`config.mk`:
```
export PLATFORM = sky130hd
export DESIGN_NAME = key_sequencer_flat
export DESIGN_NICKNAME = d
export VERILOG_FILES = /design/src/rtl/enigma_pkg.sv /design/src/rtl/key_sequencer_if.sv /design/src/rtl/key_sequencer.sv /design/src/flat_wrapper.sv
export SDC_FILE = /design/constraint.sdc
export NUM_CORES = 1
export LEC_CHECK = 0
export BUFFER_PORTS_ARGS = -buffer_cell sky130_fd_sc_hd__buf_2
export CORE_MARGIN = 10
export CORE_UTILIZATION = 51
export CTS_CLUSTER_SIZE = 24
export DETAILED_ROUTE_END_ITERATION = 8
export MAX_ROUTING_LAYER = met4
export PLACE_DENSITY = 0.75
export RECOVER_POWER = 50
export SYNTH_ARGS = -nofsm -noshare
export SYNTH_HDL_FRONTEND = slang
export SYNTH_SLANG_ARGS = --single-unit
```
`constraint.sdc`:
```
create_clock -name clk -period 2.2 [get_ports clk]
set_input_delay 0.44 -clock clk [delete_from_list [all_inputs] [get_ports clk]]
set_output_delay 0.44 -clock clk [all_outputs]
set_load 0.01 [all_outputs]
```
`src/rtl/enigma_pkg.sv`:
```
// Shared Enigma types: letter encoding and the key sequencer state set.
package enigma_pkg;

    localparam int unsigned LETTER_W = 5;
    localparam int unsigned ALPHABET = 26;

    typedef logic [LETTER_W-1:0] letter_t;

    typedef enum logic [2:0] {
        KsIdle   = 3'd0,
        KsLoad   = 3'd1,
        KsStep   = 3'd2,
        KsSettle = 3'd3,
        KsStart  = 3'd4,
        KsWait   = 3'd5,
        KsOut    = 3'd6
    } keyseq_state_t;

    function automatic logic letter_ok(letter_t l);
        return l < letter_t'(ALPHABET);
    endfunction

endpackage

```
`src/rtl/key_sequencer_if.sv`:
```
// Keypress input, ciphertext output and cipher datapath handshakes of the key sequencer.
interface key_sequencer_if;
    import enigma_pkg::*;

    logic    in_valid;
    logic    in_ready;
    letter_t in_letter;

    logic    out_valid;
    logic    out_ready;
    letter_t out_letter;

    logic    cipher_start;
    letter_t cipher_letter;
    logic    cipher_done;
    letter_t cipher_result;

    modport master (
        input  in_valid, in_letter, out_ready, cipher_done, cipher_result,
        output in_ready, out_valid, out_letter, cipher_start, cipher_letter
    );

    modport slave (
        output in_valid, in_letter, out_ready, cipher_done, cipher_result,
        input  in_ready, out_valid, out_letter, cipher_start, cipher_letter
    );

endinterface

```
`src/rtl/key_sequencer.sv`:
```
// Per-keypress control: steps the rotors, runs the cipher datapath under a watchdog and
// hands the ciphertext back, counting completed letters.
module key_sequencer
    import enigma_pkg::*;
#(
    parameter int unsigned TIMEOUT_CYCLES = 64
) (
    input  logic            clk,
    input  logic            rst,
    key_sequencer_if.master bus,
    input  logic            load_req,
    output logic            load_pulse,
    output logic            step_pulse,
    output logic            busy,
    output logic            err_letter,
    output logic            err_timeout,
    output logic [15:0]     letter_count
);

    localparam int unsigned     WD_W    = $clog2(TIMEOUT_CYCLES);
    localparam logic [WD_W-1:0] WD_LAST = WD_W'(TIMEOUT_CYCLES - 1);

    localparam logic [2:0] S_IDLE   = KsIdle;
    localparam logic [2:0] S_LOAD   = KsLoad;
    localparam logic [2:0] S_STEP   = KsStep;
    localparam logic [2:0] S_SETTLE = KsSettle;
    localparam logic [2:0] S_START  = KsStart;
    localparam logic [2:0] S_WAIT   = KsWait;
    localparam logic [2:0] S_OUT    = KsOut;

    logic [2:0]      r_state;
    logic [2:0]      w_state_next;
    letter_t         r_cipher_letter;
    letter_t         r_out_letter;
    logic [15:0]     r_count;
    logic [WD_W-1:0] r_wd;
    logic            r_err_letter;
    logic            r_err_timeout;

    logic w_accept;
    logic w_letter_ok;
    logic w_timeout;

    assign w_accept    = (r_state == S_IDLE) && !load_req && bus.in_valid;
    assign w_letter_ok = letter_ok(bus.in_letter);
    // Done in the expiry cycle wins, so the watchdog only fires without done.
    assign w_timeout   = (r_state == S_WAIT) && !bus.cipher_done && (r_wd == WD_LAST);

    always_comb begin
        w_state_next = r_state;
        case (r_state)
            S_IDLE: begin
                if (load_req) begin
                    w_state_next = S_LOAD;
                end else if (bus.in_valid && w_letter_ok) begin
                    w_state_next = S_STEP;
                end
            end
            S_LOAD:   w_state_next = S_IDLE;
            S_STEP:   w_state_next = S_SETTLE;
            S_SETTLE: w_state_next = S_START;
            S_START:  w_state_next = S_WAIT;
            S_WAIT: begin
                if (bus.cipher_done) begin
                    w_state_next = S_OUT;
                end else if (w_timeout) begin
                    w_state_next = S_IDLE;
                end
            end
            S_OUT: begin
                if (bus.out_ready) begin
                    w_state_next = S_IDLE;
                end
            end
            default:  w_state_next = S_IDLE;
        endcase
    end

    always_ff @(posedge clk or posedge rst) begin
        if (rst) begin
            r_state         <= S_IDLE;
            r_cipher_letter <= '0;
            r_out_letter    <= '0;
            r_count         <= '0;
            r_wd            <= '0;
            r_err_letter    <= 1'b0;
            r_err_timeout   <= 1'b0;
        end else begin
            r_state       <= w_state_next;
            r_err_letter  <= w_accept && !w_letter_ok;
            r_err_timeout <= w_timeout;
            if (w_accept && w_letter_ok) begin
                r_cipher_letter <= bus.in_letter;
            end
            if (r_state == S_START) begin
                r_wd <= '0;
            end else if (r_state == S_WAIT && !bus.cipher_done) begin
                r_wd <= r_wd + WD_W'(1);
            end
            if (r_state == S_WAIT && bus.cipher_done) begin
                r_out_letter <= bus.cipher_result;
            end
            if (r_state == S_LOAD) begin
                r_count <= '0;
            end else if (r_state == S_OUT && bus.out_ready) begin
                r_count <= r_count + 16'd1;
            end
        end
    end

    assign bus.in_ready      = (r_state == S_IDLE) && !load_req;
    assign bus.out_valid     = (r_state == S_OUT);
    assign bus.out_letter    = r_out_letter;
    assign bus.cipher_start  = (r_state == S_START);
    assign bus.cipher_letter = r_cipher_letter;

    assign load_pulse   = (r_state == S_LOAD);
    assign step_pulse   = (r_state == S_STEP);
    assign busy         = (r_state != S_IDLE);
    assign err_letter   = r_err_letter;
    assign err_timeout  = r_err_timeout;
    assign letter_count = r_count;

endmodule

```
`src/flat_wrapper.sv`:
```
// flat-port wrapper written by rule: the top's interface ports become plain ports
module key_sequencer_flat import enigma_pkg::*;
#(
    parameter int unsigned TIMEOUT_CYCLES = 64
)
  (clk, rst, load_req, load_pulse, step_pulse, busy, err_letter, err_timeout, letter_count, bus_in_valid, bus_in_letter, bus_out_ready, bus_cipher_done, bus_cipher_result, bus_in_ready, bus_out_valid, bus_out_letter, bus_cipher_start, bus_cipher_letter);
  key_sequencer_if bus_i ();
  input  logic clk;
  input  logic rst;
  input  logic load_req;
  output logic load_pulse;
  output logic step_pulse;
  output logic busy;
  output logic err_letter;
  output logic err_timeout;
  output logic [15:0] letter_count;
  input wire logic [$bits(bus_i.in_valid)-1:0] bus_in_valid;
  input wire logic [$bits(bus_i.in_letter)-1:0] bus_in_letter;
  input wire logic [$bits(bus_i.out_ready)-1:0] bus_out_ready;
  input wire logic [$bits(bus_i.cipher_done)-1:0] bus_cipher_done;
  input wire logic [$bits(bus_i.cipher_result)-1:0] bus_cipher_result;
  output wire logic [$bits(bus_i.in_ready)-1:0] bus_in_ready;
  output wire logic [$bits(bus_i.out_valid)-1:0] bus_out_valid;
  output wire logic [$bits(bus_i.out_letter)-1:0] bus_out_letter;
  output wire logic [$bits(bus_i.cipher_start)-1:0] bus_cipher_start;
  output wire logic [$bits(bus_i.cipher_letter)-1:0] bus_cipher_letter;
  assign bus_i.in_valid = bus_in_valid;
  assign bus_i.in_letter = bus_in_letter;
  assign bus_i.out_ready = bus_out_ready;
  assign bus_i.cipher_done = bus_cipher_done;
  assign bus_i.cipher_result = bus_cipher_result;
  assign bus_in_ready = bus_i.in_ready;
  assign bus_out_valid = bus_i.out_valid;
  assign bus_out_letter = bus_i.out_letter;
  assign bus_cipher_start = bus_i.cipher_start;
  assign bus_cipher_letter = bus_i.cipher_letter;
  key_sequencer #(.TIMEOUT_CYCLES(TIMEOUT_CYCLES)) u_core (.clk(clk), .rst(rst), .bus(bus_i), .load_req(load_req), .load_pulse(load_pulse), .step_pulse(step_pulse), .busy(busy), .err_letter(err_letter), .err_timeout(err_timeout), .letter_count(letter_count));
endmodule
```
==> flow_summary.json <==
{
  "status": "complete, no violations",
  "placed_cells": 270,
  "viasPerCell": 5.568,
  "max_freq_mhz": 487.1,
  "core_mm2": 0.003337,
  "clock-sinks": 37,
  "antenna_cells": 0,
  "synthArstFlopShare": 1.000,
  "postLayoutCoreUtil": 0.6427,
  "clockBufferDepth": 2,
  "synth_ff_type": "dfrtp_1",
  "area_growth_pct": 21.05,
  "required_ns": 1.76,
  "cts_root_buf": "clkbuf_4",
  "ant_nets": 0,
  "maxCapViolCount": 0,
  "antenna_found_initial": 0,
  "fin_crit_sh": 0.9331,
  "power-per-cell-area_mw_per_mm2": 945.2,
  "vdd.ir_drop.worst_uv": 688.1,
  "grt_pass1_wl_um": 7265,
  "cts_tree": "yes",
  "grt_max_degree": 38,
  "die_w_um": 78.94,
  "cts_buffers": 5,
  "rsz0062_at_grt": "no",
  "max_stage_delay_ns": 0.44,
  "min_period_ns": 2.053,
  "crit_fanout": 10,
  "vias": 1548,
  "syn_nets": 192,
  "drive_gt1_frac": 0.2543,
  "grt-ovfl-total": 0,
  "cp-end-kind": "output port",
  "stdcell_area_mm2": 0.002145,
  "place_ws_ns": 0.09825,
  "port_buffers": 49,
  "setup_viol_count_final": 0,
  "total_power_mw": 2.027,
  "final_max_slew_viol_count": 0,
  "final_cell_mix": "37 x dfrtp_1, 34 x buf_2, 22 x nand2_1",
  "fin_tns_setup_ns": 0,
  "max_slew_margin": 0.4069,
  "num_rows": 21,
  "yosys_warnings": 0,
  "final_common_cell": "dfrtp_1",
  "wirelength_um": 4263,
  "wl_per_cell_um": 15.33,
  "dr.pass1.iters": 4,
  "layout.nets": 249,
  "initial_core_util": 0.5309,
  "die_y_um": 78.94,
  "power_leakage_nw": 1.016,
  "cp_slowest_cell": "or3_4",
  "drc_errors": 0,
  "clkLatencyLatePin_ns": 0.34,
  "ys_ff_latch": 37,
  "placed_area_mm2": 0.002106,
  "drt_iter0_markers": 102,
  "path_class": "reg2out",
  "clk_pin_slew_worst_paths_ns": 0.10,
  "dp_hpwl_um": 3240,
  "htreeDepth": 2,
  "start_kind": "flip-flop",
  "track_usage": 0.1453,
  "crit_arrival_ns": 1.61,
  "fin_skew_ns": 0.01059,
  "synth_cells": 174,
  "grt_pass1_vias": 1709,
  "tightestPinTransition_ns": 0.8897,
  "pin_count": 50,
  "hold_class": "in2reg",
  "synth_seq_area_share": 0.5226,
  "gp_congestion": 0.7883,
  "synth.distinct_cells": 35,
  "critPathMostFrequentCell": "inv_1",
  "stdcell_count": 278,
  "hold_slack_ns": 0.3318,
  "syn-cell-area_mm2": 0.001772,
  "finalWorstSetupSlack_ns": 0.1471,
  "die_area_mm2": 0.006232,
  "avgSynthCellArea_um2": 10.18,
  "synth_edf_count": 0,
  "worstPathCellList": "buf_4 > inv_1 > or3_4 > inv_1 > buf_2",
  "hold_viol": 0
}
-- report_power, final --
group          switching, mW  internal, mW
Sequential            0.0996         0.827
Combinational          0.428         0.332
Clock                  0.213         0.127
-- critical path, delay by kind of cell, from the launching register on --
family,cells,cell delay [ns]
simple gates,1,0.44
buf+inv,4,0.49
flops,1,0.36
-- layout make-up --
type	instances	area [um2]
Multi-Input combinational cell	122	798.3
Tap cell	46	57.56
Clock buffer	8	48.80
Timing Repair Buffer	57	284.0
Sequential cell	37	925.9
Fill cell	303	1192
Inverter	8	30.03
-- path summary, 6_finish.rpt --
kind | startpoint | endpoint | slack (ns) | cells past startpoint
setup reg to reg | u_core.r_state[0]$_DFFE_PP0P_ | u_core.letter_count[11]$_DFFE_PP0P_ | 0.24 | 5
max in group asynchronous | rst | u_core.r_state[2]$_DFFE_PP0P_ | 1.30 | 3
setup / recovery | u_core.r_state[0]$_DFFE_PP0P_ | load_pulse | 0.15 | 5
hold reg to reg | u_core.bus.out_letter[0]$_DFFE_PP0P_ | u_core.bus.out_letter[0]$_DFFE_PP0P_ | 0.51 | 1
min in group asynchronous | rst | u_core.letter_count[15]$_DFFE_PP0P_ | 0.35 | 3
hold / removal | bus_cipher_result[1] | u_core.bus.out_letter[1]$_DFFE_PP0P_ | 0.33 | 2
-- registers in the layout, summed over array words and instances, names as in the netlist --
register / flops
u_core.bus.cipher_letter: 5
u_core.bus.out_letter: 5
u_core.err_letter: 1
u_core.err_timeout: 1
u_core.letter_count: 16
u_core.r_state: 3
u_core.r_wd: 6
-- cell families (layout without fill, tap and decap cells) --
family,after synthesis,after routing,share of synthesized area
muxes,10,10,0.06285
xor gates and xnor gates,11,11,0.05438
DFF,37,37,0.5226
buffers and inverters,15,73,0.03319
AOI/OAI and AO/OA,21,21,0.07486
adders and majority gates,2,2,0.01412
and+or+nand+nor,78,78,0.2380
-- Yosys cell counts, types with 3 or more instances --
cell	count	area (um2)
xnor2_1	5	43.79
nor2_1	15	56.30
mux2_2	9	101.4
a21oi_1	8	40.04
o211ai_1	3	22.52
nand2_1	22	82.58
o21ai_0	3	15.01
or4_1	4	30.03
dfrtp_1	37	925.9
o31ai_1	3	22.52
inv_1	8	30.03
nor4_1	4	25.02
xor2_1	6	52.55
and3_1	3	18.77
nand4_1	5	31.28
clkbuf_1	5	18.77
or3_1	5	31.28
nand3_1	8	40.04
-- metal layers --
metal	routed length [um]	global-route usage	vias up	part of all wire
li1	-	-	737	-
met1	1620	0.1390	754	0.38
met2	2294	0.2582	45	0.54
met3	241	0.04167	12	0.057
met4	107	0.08065	0	0.025
met5	0	-	-	0
-- what timing repair did --
item	4_1_cts	5_1_grt
hold buffers	0	0
setup endpoints to repair	0	2
resized for setup	0	2
setup buffers	0	0
endpoints found under the hold margin	0	0
Power figures use the tool's default switching activity.
